===== config.mk =====
export PLATFORM = sky130hd
export DESIGN_NAME = data_cache_ctrl
export DESIGN_NICKNAME = d
export VERILOG_FILES = /design/src/rtl/data_cache_ctrl_pkg.sv /design/src/rtl/data_cache_ctrl_block_store.sv /design/src/rtl/data_cache_ctrl.sv
export SDC_FILE = /design/constraint.sdc
export NUM_CORES = 1
export LEC_CHECK = 0
export CORE_ASPECT_RATIO = 1.25
export CORE_MARGIN = 3
export CORE_UTILIZATION = 35
export CTS_CLUSTER_DIAMETER = 60
export DETAILED_ROUTE_END_ITERATION = 16
export MAX_ROUTING_LAYER = met4
export PLACE_DENSITY_LB_ADDON = 0.08
export SETUP_SLACK_MARGIN = 0.5
export SYNTH_ARGS = -nofsm -noshare
export SYNTH_HDL_FRONTEND = slang
export SYNTH_SLANG_ARGS = --single-unit
export TNS_END_PERCENT = 1

===== constraint.sdc =====
create_clock -name CLK -period 4.6 [get_ports CLK]
set_input_delay 0.46 -clock CLK [delete_from_list [all_inputs] [get_ports CLK]]
set_output_delay 0.46 -clock CLK [all_outputs]
set_load 0.01 [all_outputs]

===== src/rtl/data_cache_ctrl_pkg.sv =====
`default_nettype none
// ============================================================================
// Module      : data_cache_ctrl_pkg
// Description : Shared geometry, FSM encodings and address fields for the
//               direct-mapped write-back data cache.
// Revision    : 1.0 - initial release
// ============================================================================
package data_cache_ctrl_pkg;

    localparam int c_ADDR_W     = 8;
    localparam int c_DATA_W     = 8;
    localparam int c_INDEX_W    = 3;
    localparam int c_OFFSET_W   = 2;
    localparam int c_TAG_W      = c_ADDR_W - c_INDEX_W - c_OFFSET_W;
    localparam int c_NUM_BLOCKS = 1 << c_INDEX_W;
    localparam int c_BLOCK_W    = c_DATA_W << c_OFFSET_W;
    localparam int c_MEM_ADDR_W = c_TAG_W + c_INDEX_W;

    localparam logic [1:0] c_IDLE      = 2'd0;
    localparam logic [1:0] c_WRITEBACK = 2'd1;
    localparam logic [1:0] c_MEM_RD    = 2'd2;

    typedef struct packed {
        logic [c_TAG_W-1:0]    tag;
        logic [c_INDEX_W-1:0]  index;
        logic [c_OFFSET_W-1:0] offset;
    } addr_t;

    // Byte 0 of a block sits in the least significant lane.
    function automatic logic [c_DATA_W-1:0] select_byte(
        input logic [c_BLOCK_W-1:0]  blk,
        input logic [c_OFFSET_W-1:0] off
    );
        return blk[{off, 3'b000} +: c_DATA_W];
    endfunction

endpackage
`default_nettype wire


===== src/rtl/data_cache_ctrl_block_store.sv =====
`default_nettype none
// ============================================================================
// Module      : data_cache_ctrl_block_store
// Description : Valid/dirty/tag/data arrays with a combinational read port,
//               a synchronous byte write and a synchronous block fill.
// Revision    : 1.0 - initial release
// ============================================================================
module data_cache_ctrl_block_store
    import data_cache_ctrl_pkg::*;
(
    input  logic                  CLK,
    input  logic                  RESET,
    input  logic [c_INDEX_W-1:0]  i_rd_index,
    output logic                  o_rd_valid,
    output logic                  o_rd_dirty,
    output logic [c_TAG_W-1:0]    o_rd_tag,
    output logic [c_BLOCK_W-1:0]  o_rd_block,
    input  logic                  i_wr_en,
    input  logic [c_INDEX_W-1:0]  i_wr_index,
    input  logic [c_OFFSET_W-1:0] i_wr_offset,
    input  logic [c_DATA_W-1:0]   i_wr_byte,
    input  logic                  i_fill_en,
    input  logic [c_INDEX_W-1:0]  i_fill_index,
    input  logic [c_TAG_W-1:0]    i_fill_tag,
    input  logic [c_BLOCK_W-1:0]  i_fill_block
);

    logic [c_NUM_BLOCKS-1:0] r_valid;
    logic [c_NUM_BLOCKS-1:0] r_dirty;
    logic [c_TAG_W-1:0]      r_tag  [c_NUM_BLOCKS];
    logic [c_BLOCK_W-1:0]    r_data [c_NUM_BLOCKS];

    assign o_rd_valid = r_valid[i_rd_index];
    assign o_rd_dirty = r_dirty[i_rd_index];
    assign o_rd_tag   = r_tag[i_rd_index];
    assign o_rd_block = r_data[i_rd_index];

    always_ff @(posedge CLK or negedge RESET) begin
        if (!RESET) begin
            r_valid <= '0;
            r_dirty <= '0;
        end else if (i_fill_en) begin
            r_valid[i_fill_index] <= 1'b1;
            r_dirty[i_fill_index] <= 1'b0;
        end else if (i_wr_en) begin
            r_dirty[i_wr_index] <= 1'b1;
        end
    end

    // Tag and data storage carry no reset; validity alone qualifies them.
    always_ff @(posedge CLK) begin
        if (i_fill_en) begin
            r_tag[i_fill_index]  <= i_fill_tag;
            r_data[i_fill_index] <= i_fill_block;
        end else if (i_wr_en) begin
            r_data[i_wr_index][{i_wr_offset, 3'b000} +: c_DATA_W] <= i_wr_byte;
        end
    end

endmodule
`default_nettype wire


===== src/rtl/data_cache_ctrl.sv =====
`default_nettype none
// ============================================================================
// Module      : data_cache_ctrl
// Description : Direct-mapped, write-back, write-allocate data cache between
//               the cpu load/store path and block-wide data memory.
//               Optional DCACHE_STATS_EN adds saturating hit/miss counters.
// Revision    : 1.0 - initial release
// ============================================================================
module data_cache_ctrl
    import data_cache_ctrl_pkg::*;
(
    input  logic                    CLK,
    input  logic                    RESET,
    input  logic                    READ,
    input  logic                    WRITE,
    input  logic [c_ADDR_W-1:0]     ADDRESS,
    input  logic [c_DATA_W-1:0]     WRITEDATA,
    output logic [c_DATA_W-1:0]     READDATA,
    output logic                    BUSYWAIT,
    output logic                    MEM_READ,
    output logic                    MEM_WRITE,
    output logic [c_MEM_ADDR_W-1:0] MEM_ADDRESS,
    output logic [c_BLOCK_W-1:0]    MEM_WRITEDATA,
    input  logic [c_BLOCK_W-1:0]    MEM_READDATA,
    input  logic                    MEM_BUSYWAIT
`ifdef DCACHE_STATS_EN
    ,
    output logic [15:0]             HIT_COUNT,
    output logic [15:0]             MISS_COUNT
`endif
);

    addr_t                  w_addr;
    logic                   w_req;
    logic                   w_idle;
    logic                   w_hit;
    logic                   w_miss_start;
    logic                   w_fill_en;
    logic                   w_wr_en;
    logic [c_INDEX_W-1:0]   w_rd_index;
    logic                   w_valid;
    logic                   w_dirty;
    logic [c_TAG_W-1:0]     w_line_tag;
    logic [c_BLOCK_W-1:0]   w_block;

    logic [1:0]             r_state;
    logic [1:0]             w_next_state;
    logic [c_TAG_W-1:0]     r_req_tag;
    logic [c_INDEX_W-1:0]   r_req_index;

    assign w_addr = ADDRESS;
    assign w_req  = READ | WRITE;
    assign w_idle = (r_state == c_IDLE);

    // Outside IDLE the store is addressed by the latched miss, not the bus.
    assign w_rd_index = w_idle ? w_addr.index : r_req_index;

    assign w_hit        = w_idle && w_valid && (w_line_tag == w_addr.tag);
    assign w_miss_start = w_idle && w_req && !w_hit;
    assign w_wr_en      = WRITE && w_hit;
    assign w_fill_en    = (r_state == c_MEM_RD) && !MEM_BUSYWAIT;

    data_cache_ctrl_block_store u_store (
        .CLK          (CLK),
        .RESET        (RESET),
        .i_rd_index   (w_rd_index),
        .o_rd_valid   (w_valid),
        .o_rd_dirty   (w_dirty),
        .o_rd_tag     (w_line_tag),
        .o_rd_block   (w_block),
        .i_wr_en      (w_wr_en),
        .i_wr_index   (w_addr.index),
        .i_wr_offset  (w_addr.offset),
        .i_wr_byte    (WRITEDATA),
        .i_fill_en    (w_fill_en),
        .i_fill_index (r_req_index),
        .i_fill_tag   (r_req_tag),
        .i_fill_block (MEM_READDATA)
    );

    always_ff @(posedge CLK or negedge RESET) begin
        if (!RESET) begin
            r_state <= c_IDLE;
        end else begin
            r_state <= w_next_state;
        end
    end

    // Capturing the miss lets a dropped request still finish its fill.
    always_ff @(posedge CLK or negedge RESET) begin
        if (!RESET) begin
            r_req_tag   <= '0;
            r_req_index <= '0;
        end else if (w_miss_start) begin
            r_req_tag   <= w_addr.tag;
            r_req_index <= w_addr.index;
        end
    end

    always_comb begin
        w_next_state = r_state;
        case (r_state)
            c_IDLE: begin
                if (w_miss_start) begin
                    w_next_state = (w_valid && w_dirty) ? c_WRITEBACK : c_MEM_RD;
                end
            end
            c_WRITEBACK: begin
                if (!MEM_BUSYWAIT) begin
                    w_next_state = c_MEM_RD;
                end
            end
            c_MEM_RD: begin
                if (!MEM_BUSYWAIT) begin
                    w_next_state = c_IDLE;
                end
            end
            default: w_next_state = c_IDLE;
        endcase
    end

    always_comb begin
        MEM_READ      = 1'b0;
        MEM_WRITE     = 1'b0;
        MEM_ADDRESS   = '0;
        MEM_WRITEDATA = '0;
        case (r_state)
            c_WRITEBACK: begin
                MEM_WRITE     = 1'b1;
                MEM_ADDRESS   = {w_line_tag, r_req_index};
                MEM_WRITEDATA = w_block;
            end
            c_MEM_RD: begin
                MEM_READ    = 1'b1;
                MEM_ADDRESS = {r_req_tag, r_req_index};
            end
            default: begin
            end
        endcase
    end

    // The stall drops with reset so the cpu is released during an abort.
    assign BUSYWAIT = RESET && w_req && !w_hit;
    assign READDATA = (READ && !WRITE && w_hit) ? select_byte(w_block, w_addr.offset) : '0;

`ifdef DCACHE_STATS_EN
    logic [15:0] r_hit_count;
    logic [15:0] r_miss_count;
    logic        r_fill_done;

    // The hit that completes a just-filled miss belongs to that miss.
    always_ff @(posedge CLK or negedge RESET) begin
        if (!RESET) begin
            r_hit_count  <= '0;
            r_miss_count <= '0;
            r_fill_done  <= 1'b0;
        end else begin
            r_fill_done <= w_fill_en;
            if (w_req && w_hit && !r_fill_done && (r_hit_count != 16'hFFFF)) begin
                r_hit_count <= r_hit_count + 16'd1;
            end
            if (w_miss_start && (r_miss_count != 16'hFFFF)) begin
                r_miss_count <= r_miss_count + 16'd1;
            end
        end
    end

    assign HIT_COUNT  = r_hit_count;
    assign MISS_COUNT = r_miss_count;
`endif

endmodule
`default_nettype wire

After elaboration in Yosys (flattened, before gate mapping):

Memories as Yosys holds them, arrays and structs flattened.
Index checks and enable logic that the tools add are counted.

* div/mod/pow operators: 0
* multiplexer cells: 29
* magnitude comparators: 5
* reductions and logical operators: 20
* bitwise logic cells: 5
* add/subtract/negate cells: 1
* eq/ne operators: 6
* shifts and indexed selects: 3
* multiply operators: 0

Operator list (number)
* 2-to-1 mux 32 bit: 4
* OR reduction 32 bit: 1
* variable shift 8 x 7 -> 32 bit, first input constant: 1
* indexed part select 32 x 6 -> 8 bit: 1
* indexed part select 8 x 7 -> 32 bit: 1
* 2-to-1 mux 8 bit: 3
* OR 8 bit: 2
* logical AND 1 bit: 13
* < comparator 3 x 4 -> 1 bit, second input constant: 3
* one-hot mux 6 bit (2 select lines): 1
* 2-to-1 mux 1 bit: 10
* AND 8 bit: 1
* 2-to-1 mux 2 bit: 4
* inverter 8 bit: 1
* negator 5 -> 7 bit: 1
* binary-select mux 1 bit (select 3 bit): 2
* demux 1 bit (select 3 bit): 2
* >= comparator 3 x 1 -> 1 bit, second input constant: 2
* 2-to-1 mux 3 bit: 2
* one-hot mux 2 bit (3 select lines): 1
* inequality test 2 bit, second input constant: 2
* equality test 3 bit: 1
* logical NOT 1 bit: 3
* AND reduction 3 bit: 1
* 6 further kinds: 6

* bits in latches: 0
* bits in registers: 24
* memories: 2
* bits in writable memories: 280
* bits in read-only memories: 0
* word-level logic and storage cells: 76

Memories
* u_store.r_data: words 8, width 32, rd ports 1, clocked after memory_dff 0, wr ports 1, RTL line data_cache_ctrl_block_store.sv:31 `logic [c_BLOCK_W-1:0] r_data [c_NUM_BLOCKS];`
* u_store.r_tag: words 8, width 3, rd ports 1, clocked after memory_dff 0, wr ports 1, RTL line data_cache_ctrl_block_store.sv:30 `logic [c_TAG_W-1:0] r_tag [c_NUM_BLOCKS];`

Depth between registers and ports, before layout:

* depth after elaboration: 12
* depth in mapped cells: 14
* depth with buffers taken out: 9

By module:

From an unflattened synthesis, not the netlist that was laid out.

* cell total of the unflattened synthesis: 745
* area total of the unflattened synthesis: 13474.2 µm²

By module, submodules not included
* data_cache_ctrl_block_store: sequential area each 8808.4 µm², cells each 636, instances 1, area an instance 12445.7 µm²
* data_cache_ctrl: sequential area each 200.2 µm², cells each 109, instances 1, area an instance 1028.5 µm²

Worst setup path after synthesis:

Ideal clock, no wire load.

* path kind: reg2reg
* from: register r_state[0]
* to: memory u_store.r_data[0][0] (netlist bit), enable pin
* stages on the path, launching flop included: 15
* period minus slack after synthesis: 3.537 ns
* slack: 1.063 ns
* buffers on the path: 5
* arrival: 3.160 ns
* cell sequence: dfrtp_1 > inv_1 > ha_1 > buf_4 > mux2_4 > buf_6 > buf_2 > mux2i_1 > a32oi_1 > a21bo_2 > and4_1 > buf_2 > buf_2 > nand3_1 > a22oi_1

* word-level cells in the longest chain between the ends: 12
* elaborated cells between the ends (all ways): 19

RTL lines
* from (decl): RTL line data_cache_ctrl.sv:46 `logic [1:0] r_state;`
* from (signal assigned): RTL line data_cache_ctrl.sv:83 `r_state <= c_IDLE;`
* from (signal assigned): RTL line data_cache_ctrl.sv:85 `r_state <= w_next_state;`
* branches (longest 12 deep; another with memory read (8 x 3 bit))
* to (decl): RTL line data_cache_ctrl_block_store.sv:31

Several ways; the timed one is not identified. The select of a mux whose other input is x is not followed.

Worst setup path in the final report:

* from: register r_state[0]
* to: output READDATA[2]

* word-level cells in the longest chain between the ends: 8
* elaborated cells between the ends (all ways): 12

RTL lines
* logical NOT 2 bit (*): RTL line data_cache_ctrl.sv:53 `assign w_idle = (r_state == c_IDLE);`
* branches (longest 6 deep; another with memory read (8 x 32 bit))
* 2-to-1 mux 8 bit (*): RTL line data_cache_ctrl.sv:144 `assign READDATA = (READ && !WRITE && w_hit) ? select_byte(w_block, w_addr.offset) : '0;`
* to (decl): RTL line data_cache_ctrl.sv:18 `output logic [c_DATA_W-1:0] READDATA,`

Every way passes the cells marked *. The select of a mux whose other input is x is not followed.

==> flow_summary_export.csv <==
group,metric,value,unit
drt,firstDrtPassIters,5,
yosys,synthDistinctLibCells,57,
yosys,synth-seq-cells,304,
placement,place_congestion,0.842,
yosys,synth_seq_area_share,64.9,%
power_and_ir_drop,switching_power,5.13,mW
die,coreArea,38600,um^2
yosys,syn_area,13900,um^2
die,start_util,35.9,%
timing,slew_headroom,18.4,%
drt,first_iter_violations,931,
drt,wl_met3,2300,um
timing,rsz0062_at_grt,"true",
die,die_area,42100,um^2
timing,fin_crit_sh,91.3,%
yosys,ys_warn_count,0,
timing,setup_viol,0,
yosys,yosysTopAreaCellShare,60.6,%
grt,grt_pass1_wl,67400,um
die,ios,102,
critical_path,cp_num_buf_inv,7,
power_and_ir_drop,power.share.clock,20.6,%
critical_path,startpoint_type,"register",
die,die_w,184,um
placement,port_buffers,101,
timing,finalSetupTns,0,ns
finish,area_growth,33.6,%
power_and_ir_drop,fin_total_pwr,13.2,mW
yosys,syn_avg_cell_area,11.8,um^2
grt,grt_max_degree,41,
drt,vias,10400,
drt,route.detailed.drc,0,
critical_path,worst_r2r_path_depth,13,
cts,cts_root_buffer,"clkbuf_16",
power_and_ir_drop,share_seq_of_total_power,27.2,%
min_path,hp-class,"input port to async pin",
critical_path,slowest_stage,"mux4_2",
finish,antenna_cells,0,
critical_path,cp_data_required_time,4.14,ns
yosys,synth_edf_count,280,
power_and_ir_drop,leakage,7.09,nW
power_and_ir_drop,p_per_area,713,nW/um^2
yosys,synth_ff_type,"edfxtp_1",
power_and_ir_drop,combPwrFrac,52.2,%
cts,cts_made_buffers,36,
critical_path,crit_chain,"inv_2, ha_4, mux2i_4, buf_6, buf_12, buf_8, nand2_1, and3_1, a311oi_2, a31oi_1, buf_4, mux4_2, nor4b_4, buf_4, buf_6",
critical_path,timing.rr.start,"r_state[0]",
cts,clockBufferDepth,3,
grt,grt-ovfl-total,0,
critical_path,regToRegSetupSlack,0.62,ns
yosys,syn_nets,1233,
drt,drt-met1-wl,20400,um
critical_path,end_kind,"output pin",
drt,antenna_left,0,
grt,antenna_found_initial,0,
drt,wire_per_inst,24.4,um
placement,hpwl,31100,um
timing,skew,0.0171,ns
finish,nets,1493,
critical_path,crit_path_max_fanout,6,
drt,maxUsedRoutingLayer,"met4",
yosys,async_flop_share,7.89,%
critical_path,crit_family,"buffers and inverters",
placement,dpl-instance-area,16400,um^2
finish,finish.utilization,48.0,%
critical_path,rr_endpoint,"u_store.r_data[4][22]",
cts,clk_latency,0.52,ns
run_status,status,"finished, final reports clean",
drt,met2_length,23400,um
yosys,yosysTopAreaCell,"edfxtp_1",
critical_path,cpPeakStageDelay,0.48,ns
timing,fin_crit,4.20,ns
run,cap_violations,0,
timing,report.final.slew_viol_count,0,
yosys,syn_inst,1172,
cts,cts_max_level,2,
finish,final_area,18600,um^2
power_and_ir_drop,switching_share,38.8,%
yosys,synth.area.top_cells,"edfxtp_1, nand2_1, dfrtp_1, nand3_1, mux2i_1",
timing,tightest_slew,1.22,ns
finish,drive_gt1_share,23.7,%
cts,path_clk_slew,0.06,ns
critical_path,critPathArrivalTime,3.74,ns
timing,fmax,0.238,GHz
die,die_h,229,um
cts,cts_sinks,304,
die,rows,80,
cts,cts_tree,"yes",
drt,viasPerCell,5.31,
finish,final_cell_count_no_fill,1949,
drt,finalWirelength,47500,um
power_and_ir_drop,ir_drop,0.294,mV
critical_path,worst-setup-path-type,"register to output pin",
grt,grt_pass1_vias,10200,
power_and_ir_drop,internal_power,8.10,mW
timing,finalHoldViolations,0,
placement,dp_cells,1826,
grt,track_usage,22.2,%
## synth_stat cells (2+ instances only)
cell / n
a21bo_2: 3
a21o_1: 3
a21oi_1: 2
a22oi_1: 24
a22oi_2: 8
a311oi_1: 32
a31oi_1: 32
a32oi_1: 9
and2_1: 4
and3_1: 33
buf_1: 12
buf_2: 20
buf_4: 2
clkbuf_1: 40
dfrtp_1: 24
edfxtp_1: 280
ha_1: 8
inv_1: 38
inv_2: 2
mux2_2: 7
mux2i_1: 42
mux4_2: 8
nand2_1: 334
nand2b_1: 6
nand3_1: 90
nand3b_1: 3
nand4_1: 2
nor2_1: 11
nor2b_1: 38
nor3b_1: 3
nor4b_1: 8
o21a_1: 2
o21ai_0: 11
o31ai_1: 2
or2_2: 6
or4_1: 2
## through the flow
stage / setup WS (ns) / hold WS [ns]
4_1_cts: 0.255 / 0.325
3_3_place_gp: -0.182 / 0.455
6_report: 0.402 / 0.331
2_1_floorplan: 1.06 / 0.164
5_1_grt: 0.296 / 0.362
3_5_place_dp: -0.122 / 0.453
## state kept, by name (all words and copies together) (netlist names)
register,count
r_state,2
r_req_index,3
u_store.r_dirty,8
u_store.r_data,256
u_store.r_tag,24
u_store.r_valid,8
r_req_tag,3
## cell families after synthesis
group	synth area share, %
AOI/OAI and AO/OA	7.83
and+or+nand+nor	18.2
buffers and inverters	3.40
adders and majority gates	0.721
DFF	64.9
muxes	5.00
## worst max-delay path by stage
stage | cells past startpoint | slack (ns) | startpoint | end
global placement | 13 | -0.18 | ADDRESS[3] | READDATA[1]
global route | 15 | 0.30 | r_state[0] | READDATA[2]
floorplan | 14 | 1.06 | r_state[0] | u_store.r_data[0][0]
detailed placement | 13 | -0.12 | ADDRESS[3] | READDATA[1]
CTS | 15 | 0.26 | r_state[0] | READDATA[1]
finish | 15 | 0.40 | r_state[0] | READDATA[2]
## repair_timing
action / CTS / global route
cloned: 2 / 5
endpoints found under the hold margin: 0 / 0
pin swaps: 5 / 15
setup endpoints to repair: 37 / 32
resized for setup: 52 / 68
buffers inserted: 15 / 38
hold buffers: 0 / 0
## worst reg2reg max path: stages, from the launching register on
cell,delay [ns]
dfrtp_1,0.40
inv_2,0.13
ha_4,0.18
buf_6,0.13
buf_4,0.12
nor2_1,0.04
a32o_1,0.30
a32oi_1,0.27
a21boi_1,0.18
buf_4,0.19
nor4_1,0.26
buf_4,0.21
nand3_1,0.19
a22oi_1,1.00
## area by class of cell
| class | instances | area, um^2 |
|---|---|---|
| flip-flops and latches | 304 | 9010 |
| well taps | 492 | 616 |
| repair buffers | 296 | 2810 |
| inverters | 40 | 150 |
| clock buffers | 49 | 981 |
| clock inverters | 14 | 131 |
| fillers | 3533 | 20100 |
| multi-input cells | 754 | 4860 |
## layout by cell type (no fill, tap or decap), drive strengths merged, types with 3 or more instances in the layout
master	Yosys	layout
edfxtp	280	280
nor2	11	11
o21ai	12	12
mux2i	42	42
nor4	3	3
nand2b	6	6
a32oi	9	9
or2	6	6
nor4b	9	9
a21oi	3	3
ha	8	8
nor2b	38	38
a21bo	3	3
and2	4	4
a31oi	32	32
clkbuf	40	58
clkinv	0	9
mux2	8	9
clkdlybuf4s50	0	92
mux4	8	8
a22oi	32	32
nor3b	3	3
inv	40	43
buf	35	193
and3	33	33
dfrtp	24	24
a311oi	32	32
a21o	3	3
nand3	90	90
nand2	334	334
nand3b	3	3
## layer usage
metal | global-route usage (%) | up-vias
met4 | 6.83 | 0
met3 | 3.36 | 69
met1 | 29.6 | 5164
met2 | 35.3 | 314
li1 | - | 4808
met5 | - | -
## power by group through the flow
stage	logic [mW]	clock network [mW]	registers, mW
2_1_floorplan	2.87	0	3.57
3_3_place_gp	5.58	0	3.65
3_5_place_dp	5.57	0	3.65
4_1_cts	6.10	2.77	3.59
5_1_grt	7.31	2.89	3.63
6_report	6.91	2.72	3.60
Power figures use the tool's default switching activity.
